[src/rtl/clock_set_ctrl_if.sv]
// Button, current-time and edit-result signals between the board front end and Digital_Clock.
interface clock_set_ctrl_if;
  logic       btn_mode;
  logic       btn_alarm;
  logic       btn_inc;
  logic       btn_set;
  logic [7:0] cur_hh;
  logic [7:0] cur_mm;
  logic [7:0] cur_ss;
  logic [7:0] hh_in;
  logic [7:0] mm_in;
  logic [7:0] ss_in;
  logic       load;
  logic       put_alarm;
  logic       editing;
  logic [1:0] field_sel;
  logic       target_alarm;

  modport master (
    output btn_mode, btn_alarm, btn_inc, btn_set, cur_hh, cur_mm, cur_ss,
    input  hh_in, mm_in, ss_in, load, put_alarm, editing, field_sel, target_alarm
  );

  modport slave (
    input  btn_mode, btn_alarm, btn_inc, btn_set, cur_hh, cur_mm, cur_ss,
    output hh_in, mm_in, ss_in, load, put_alarm, editing, field_sel, target_alarm
  );
endinterface

[src/rtl/clock_set_ctrl.sv]
// Debounced push-button editor for time and alarm of Digital_Clock: BCD field edit,
// commit via single-cycle load / put_alarm pulse, idle timeout abort.
module clock_set_ctrl #(
  parameter int DEB_CYCLES     = 4,
  parameter int TIMEOUT_CYCLES = 1000
) (
  input  logic             clk,
  input  logic             reset,
  clock_set_ctrl_if.slave  bus
);

  localparam int CW = $clog2(DEB_CYCLES + 1);
  localparam int TW = $clog2(TIMEOUT_CYCLES + 1);
  localparam logic [CW-1:0] DEB_MAX = CW'(DEB_CYCLES);
  localparam logic [TW-1:0] TO_MAX  = TW'(TIMEOUT_CYCLES - 1);

  typedef enum logic [2:0] {IDLE, EDIT_HH, EDIT_MM, EDIT_SS, COMMIT} state_t;

  // Wraps to 00 at the field limit and on any non-BCD input.
  function automatic logic [7:0] bcd_inc(input logic [7:0] v, input logic [7:0] max_v);
    if (v[3:0] > 4'd9 || v[7:4] > 4'd9 || v >= max_v) return 8'h00;
    if (v[3:0] == 4'd9) return {v[7:4] + 4'd1, 4'd0};
    return {v[7:4], v[3:0] + 4'd1};
  endfunction

  // Bit order for all button vectors: {set, mode, alarm, inc}
  logic [3:0]    raw;
  logic [3:0]    sync1_q, sync2_q, deb_q, deb_d, pulse_q, pulse_d;
  logic [CW-1:0] cnt_q [4];
  logic [CW-1:0] cnt_d [4];

  state_t        state_q, state_d;
  logic [7:0]    hh_q, hh_d, mm_q, mm_d, ss_q, ss_d;
  logic [7:0]    ahh_q, ahh_d, amm_q, amm_d, ass_q, ass_d;
  logic          tgt_q, tgt_d;
  logic [TW-1:0] to_q, to_d;
  logic          load_q, load_d, put_q, put_d, edit_q, edit_d;
  logic [1:0]    fsel_q, fsel_d;
  logic          go_set, go_mode, go_alarm, go_inc;

  assign raw = {bus.btn_set, bus.btn_mode, bus.btn_alarm, bus.btn_inc};

  always_comb begin
    for (int i = 0; i < 4; i++) begin
      deb_d[i]   = deb_q[i];
      cnt_d[i]   = '0;
      pulse_d[i] = 1'b0;
      if (sync2_q[i] != deb_q[i]) begin
        if (cnt_q[i] == DEB_MAX) begin
          deb_d[i]   = ~deb_q[i];
          pulse_d[i] = ~deb_q[i];
        end else begin
          cnt_d[i] = cnt_q[i] + 1'b1;
        end
      end
    end
  end

  assign go_set   = pulse_q[3];
  assign go_mode  = pulse_q[2] & ~pulse_q[3];
  assign go_alarm = pulse_q[1] & ~(|pulse_q[3:2]);
  assign go_inc   = pulse_q[0] & ~(|pulse_q[3:1]);

  always_comb begin
    state_d = state_q;
    hh_d    = hh_q;
    mm_d    = mm_q;
    ss_d    = ss_q;
    ahh_d   = ahh_q;
    amm_d   = amm_q;
    ass_d   = ass_q;
    tgt_d   = tgt_q;
    to_d    = '0;
    case (state_q)
      IDLE: begin
        if (go_mode) begin
          hh_d    = bus.cur_hh;
          mm_d    = bus.cur_mm;
          ss_d    = bus.cur_ss;
          tgt_d   = 1'b0;
          state_d = EDIT_HH;
        end else if (go_alarm) begin
          hh_d    = ahh_q;
          mm_d    = amm_q;
          ss_d    = ass_q;
          tgt_d   = 1'b1;
          state_d = EDIT_HH;
        end
      end
      EDIT_HH, EDIT_MM, EDIT_SS: begin
        if (go_set) begin
          state_d = COMMIT;
        end else if (go_mode) begin
          state_d = (state_q == EDIT_HH) ? EDIT_MM :
                    (state_q == EDIT_MM) ? EDIT_SS : EDIT_HH;
        end else if (go_inc) begin
          if (state_q == EDIT_HH)      hh_d = bcd_inc(hh_q, 8'h23);
          else if (state_q == EDIT_MM) mm_d = bcd_inc(mm_q, 8'h59);
          else                         ss_d = bcd_inc(ss_q, 8'h59);
        end
        // Ignored alarm presses do not count as activity.
        if (!(go_set || go_mode || go_inc)) begin
          if (to_q == TO_MAX) state_d = IDLE;
          else                to_d    = to_q + 1'b1;
        end
      end
      COMMIT: begin
        state_d = IDLE;
        if (tgt_q) begin
          ahh_d = hh_q;
          amm_d = mm_q;
          ass_d = ss_q;
        end
      end
      default: state_d = IDLE;
    endcase

    edit_d = (state_d == EDIT_HH) || (state_d == EDIT_MM) || (state_d == EDIT_SS);
    case (state_d)
      EDIT_HH: fsel_d = 2'd1;
      EDIT_MM: fsel_d = 2'd2;
      EDIT_SS: fsel_d = 2'd3;
      default: fsel_d = 2'd0;
    endcase
    load_d = (state_d == COMMIT) && !tgt_d;
    put_d  = (state_d == COMMIT) &&  tgt_d;
  end

  always_ff @(posedge clk or negedge reset) begin
    if (!reset) begin
      sync1_q <= '0;
      sync2_q <= '0;
      deb_q   <= '0;
      pulse_q <= '0;
      cnt_q   <= '{default: '0};
      state_q <= IDLE;
      hh_q    <= '0;
      mm_q    <= '0;
      ss_q    <= '0;
      ahh_q   <= '0;
      amm_q   <= '0;
      ass_q   <= '0;
      tgt_q   <= 1'b0;
      to_q    <= '0;
      load_q  <= 1'b0;
      put_q   <= 1'b0;
      edit_q  <= 1'b0;
      fsel_q  <= 2'd0;
    end else begin
      sync1_q <= raw;
      sync2_q <= sync1_q;
      deb_q   <= deb_d;
      pulse_q <= pulse_d;
      cnt_q   <= cnt_d;
      state_q <= state_d;
      hh_q    <= hh_d;
      mm_q    <= mm_d;
      ss_q    <= ss_d;
      ahh_q   <= ahh_d;
      amm_q   <= amm_d;
      ass_q   <= ass_d;
      tgt_q   <= tgt_d;
      to_q    <= to_d;
      load_q  <= load_d;
      put_q   <= put_d;
      edit_q  <= edit_d;
      fsel_q  <= fsel_d;
    end
  end

  assign bus.hh_in        = hh_q;
  assign bus.mm_in        = mm_q;
  assign bus.ss_in        = ss_q;
  assign bus.load         = load_q;
  assign bus.put_alarm    = put_q;
  assign bus.editing      = edit_q;
  assign bus.field_sel    = fsel_q;
  assign bus.target_alarm = tgt_q;

endmodule

[src/flat_wrapper.sv]
// flat-port wrapper written by rule: the top's interface ports become plain ports
module clock_set_ctrl_flat 
#(
  parameter int DEB_CYCLES     = 4,
  parameter int TIMEOUT_CYCLES = 1000
)
  (clk, reset, bus_btn_mode, bus_btn_alarm, bus_btn_inc, bus_btn_set, bus_cur_hh, bus_cur_mm, bus_cur_ss, bus_hh_in, bus_mm_in, bus_ss_in, bus_load, bus_put_alarm, bus_editing, bus_field_sel, bus_target_alarm);
  clock_set_ctrl_if bus_i ();
  input  logic clk;
  input  logic reset;
  input wire logic [$bits(bus_i.btn_mode)-1:0] bus_btn_mode;
  input wire logic [$bits(bus_i.btn_alarm)-1:0] bus_btn_alarm;
  input wire logic [$bits(bus_i.btn_inc)-1:0] bus_btn_inc;
  input wire logic [$bits(bus_i.btn_set)-1:0] bus_btn_set;
  input wire logic [$bits(bus_i.cur_hh)-1:0] bus_cur_hh;
  input wire logic [$bits(bus_i.cur_mm)-1:0] bus_cur_mm;
  input wire logic [$bits(bus_i.cur_ss)-1:0] bus_cur_ss;
  output wire logic [$bits(bus_i.hh_in)-1:0] bus_hh_in;
  output wire logic [$bits(bus_i.mm_in)-1:0] bus_mm_in;
  output wire logic [$bits(bus_i.ss_in)-1:0] bus_ss_in;
  output wire logic [$bits(bus_i.load)-1:0] bus_load;
  output wire logic [$bits(bus_i.put_alarm)-1:0] bus_put_alarm;
  output wire logic [$bits(bus_i.editing)-1:0] bus_editing;
  output wire logic [$bits(bus_i.field_sel)-1:0] bus_field_sel;
  output wire logic [$bits(bus_i.target_alarm)-1:0] bus_target_alarm;
  assign bus_i.btn_mode = bus_btn_mode;
  assign bus_i.btn_alarm = bus_btn_alarm;
  assign bus_i.btn_inc = bus_btn_inc;
  assign bus_i.btn_set = bus_btn_set;
  assign bus_i.cur_hh = bus_cur_hh;
  assign bus_i.cur_mm = bus_cur_mm;
  assign bus_i.cur_ss = bus_cur_ss;
  assign bus_hh_in = bus_i.hh_in;
  assign bus_mm_in = bus_i.mm_in;
  assign bus_ss_in = bus_i.ss_in;
  assign bus_load = bus_i.load;
  assign bus_put_alarm = bus_i.put_alarm;
  assign bus_editing = bus_i.editing;
  assign bus_field_sel = bus_i.field_sel;
  assign bus_target_alarm = bus_i.target_alarm;
  clock_set_ctrl #(.DEB_CYCLES(DEB_CYCLES), .TIMEOUT_CYCLES(TIMEOUT_CYCLES)) u_core (.clk(clk), .reset(reset), .bus(bus_i));
endmodule
[config.mk]
export PLATFORM = sky130hd
export DESIGN_NAME = clock_set_ctrl_flat
export DESIGN_NICKNAME = d
export VERILOG_FILES = /design/src/rtl/clock_set_ctrl_if.sv /design/src/rtl/clock_set_ctrl.sv /design/src/flat_wrapper.sv
export SDC_FILE = /design/constraint.sdc
export NUM_CORES = 1
export LEC_CHECK = 0
export CAP_MARGIN = 10
export CORE_UTILIZATION = 41
export DETAILED_ROUTE_END_ITERATION = 8
export PLACE_DENSITY = 0.59
export SYNTH_ARGS = -nofsm -noshare
export SYNTH_HDL_FRONTEND = slang
export SYNTH_SLANG_ARGS = --single-unit
export TNS_END_PERCENT = 10
[constraint.sdc]
create_clock -name clk -period 1.8 [get_ports clk]
set_input_delay 0.45 -clock clk [delete_from_list [all_inputs] [get_ports clk]]
set_output_delay 0.45 -clock clk [all_outputs]
set_load 0.02 [all_outputs]
==> reports/summary.txt <==
Outcome: finished clean
# DRC: 0
GRT Residual Overflow: 0
Setup Buffers After CTS: 0
Rel. slew slack: 71.5%
Unrepaired setup endpoints after global routing: true
Cell area after placement: 5740 µm²
Synth top area share: 49.1%
Post-synth top cells: dfrtp_1 (95), inv_1 (27), mux2_2 (27)
CTS Buffer Depth: 2
Post-DP HPWL: 7040 µm
Layout overhead on the synthesized area: 25.3%
Final setup fails: 0
Syn nets: 463
Initial Utilization: 42.2%
FF+latch count, synth: 95
Site Rows: 39
Layout Skew: 5.33 ps
CTS clk-pin slew, worst paths: 70 ps
Height of the die: 111 µm
H-Tree Depth: 3
Hold crit path type: in -> async
CTS Root Cell: clkbuf_16
Number of global-route vias before repair: 3,466
M2 GR Usage: 26.5%
Prevailing post-synth register cell: dfrtp_1
Top Ports: 60
Yosys warning total: 0
Die width: 111 µm
Area leader, netlist: dfrtp_1
Arr. time, crit path: 1990 ps
Register area share after synthesis: 49.1%
Post-layout min period: 1760 ps
Leak: 2.68 nW
Tcrit/Tclk final: 98.0%
Final Net Count: 542
Crit. End Element: flop
Number of CTS-inserted buffers: 9
Post-Place Setup Slack: -92.5 ps
Worst setup SP type: flop
Routed wire per std cell: 15.3 µm
Skew-Pair Late Insertion Delay: 340 ps
Fin area: 6060 µm²
Largest net degree at the start of global routing: 33
Clk sinks: 95
Pwr/cell area: 1110 nW/µm²
GR Layer Usage met1: 24.5%
Top Usage Layer GRT: met2
Global-route wire length before repair: 17,300 µm
Fmax: 0.567 GHz
CP required: 2030 ps
Syn Std Cell Area: 4840 µm²
Core area: 11,500 µm²
Final Instance Count excl. Fillers: 642
Max IR drop VDD: 582 µV
ANT cells: 0
CTS Hold Buffers Added: 0
Critical path class: reg -> reg
DR pass1 iterations: 4
Final max-slew violation count: 0
Worst-Margin Slew: 428 ps
Syn Area/Cell: 11.7 µm²
Synth cell types: 68
Max-cap viol count: 0
EDFF count, synth: 0
Initial antenna violation count: 0
Layout cells sized above 1: 18.4%
CP Max Fanout: 10
Count leader, synth: dfrtp_1
Initial detailed-routing violation count: 165
Met3 GRT Util: 2.80%
Via Count: 3,398
Top post-synthesis cells by area: dfrtp_1 (49%), mux2_2 (6.3%), mux2i_1 (5.4%)
Final hold violation count: 0
Gr usage total: 17.5%
CTS tree: yes
Final ANT Viol Nets: 0
Die area: 12,200 µm²
Final GP Congestion: 0.775
Placed Cells: 626
Synth Instances: 415
Total chip power: 0.00672 W
Routed WL: 9830 µm
PortBufs: 59
Via density per instance: 5.29
Final worst slack: 36.0 ps
Fraction of registers with async set/reset: 100%
[registers in the layout, summed over array words and instances, names as in the netlist]
| register | count |
|---|---|
| u_core.cnt_q | 12 |
| u_core.to_q | 10 |
| u_core.ahh_q | 8 |
| u_core.amm_q | 8 |
| u_core.ass_q | 8 |
| u_core.bus.hh_in | 8 |
| u_core.bus.mm_in | 8 |
| u_core.bus.ss_in | 8 |
| u_core.deb_q | 4 |
| u_core.pulse_q | 4 |
| u_core.sync1_q | 4 |
| u_core.sync2_q | 4 |
| u_core.state_q | 3 |
| u_core.bus.field_sel | 2 |
| u_core.bus.editing | 1 |
| u_core.bus.load | 1 |
| u_core.bus.put_alarm | 1 |
| u_core.bus.target_alarm | 1 |
[report_power, final]
part           total, W  internal [W]  leakage, nW  switching, W
Combinational   0.00178      0.000804         1.27      0.000974
Clock           0.00205       0.00122        0.149      0.000821
Sequential      0.00289       0.00247         1.25      0.000420
[worst paths after layout]
kind | from | end | slack, ps | cells after the start
worst max register to register | u_core.pulse_q[3] | u_core.bus.ss_in[7] | 40 | 5
min in group clk | u_core.sync1_q[1] | u_core.sync2_q[1] | 350 | 0
worst min register to register | u_core.sync1_q[1] | u_core.sync2_q[1] | 350 | 0
worst min-delay path | reset | u_core.ahh_q[2] | 40 | 1
max in group asynchronous | reset | u_core.to_q[2] | 1220 | 2
worst max-delay path | u_core.pulse_q[3] | u_core.bus.ss_in[7] | 40 | 5
[layer usage]
layer	vias up	share of wire, %
met5	-	0
met4	0	2.0
met3	17	3.4
met2	68	45
met1	1659	49
li1	1654	-
[final cells by class]
cell class	instances	area (µm²)
tap	143	179
clock buffer	10	229
timing repair buffer	84	797
multi-input combinational	277	2280
sequential	95	2380
inverter	27	101
fill	992	5410
clock inverter	6	92.6
[cells in the final DEF (no fill, tap or decap), types with 3 or more instances in the layout]
cell type	n
dfrtp_1	90
clkdlybuf4s50_1	32
inv_1	27
mux2_2	27
nor2_1	26
mux2i_1	25
dlygate4sd2_1	25
buf_4	22
nand2_1	20
ha_1	18
xnor2_1	10
a21oi_1	9
mux2_1	9
clkbuf_16	9
nor3_1	8
nor3b_1	8
nand3_1	8
a22o_1	7
and2_1	6
nor2b_1	6
o21ai_1	6
o32ai_1	6
o211ai_1	6
o22ai_1	5
o32a_1	5
dfrtp_2	5
nand2b_1	4
buf_12	4
and3_1	3
a31oi_1	3
a32oi_1	3
[kinds of logic (layout without fill, tap and decap cells)]
group	count (synthesis)	after routing	share of synthesized area (%)
compound gates	74	74	12.2
flops	95	95	49.1
fa+ha+maj	18	18	4.66
simple gates	110	110	13.4
mux	63	63	14.1
buf+inv	43	127	4.40
xor+xnor	12	12	2.17
[repair_timing]
action,CTS,global route
gates resized for setup,29,8
setup endpoints to repair,27,28
gates cloned,0,0
[stage by stage]
stage / TNS [ps] / util, % / hold WS, ps
after global routing: -30.4 / 52.9 / 68.2
after CTS: 0 / 52.6 / 45.6
after detailed placement: -92.5 / 50.0 / 335
final: 0 / 52.9 / 40.1
after global placement: -98.5 / 50.0 / 332
after floorplan: 0 / - / 154
[critical path, stage by stage (launching register included)]
cell and delay (ps):
dfrtp_2 510, nor4_2 380, a32o_1 190, buf_4 180, nand2_4 90, mux2_4 300
No activity file was read; power rests on OpenSTA's default activity.
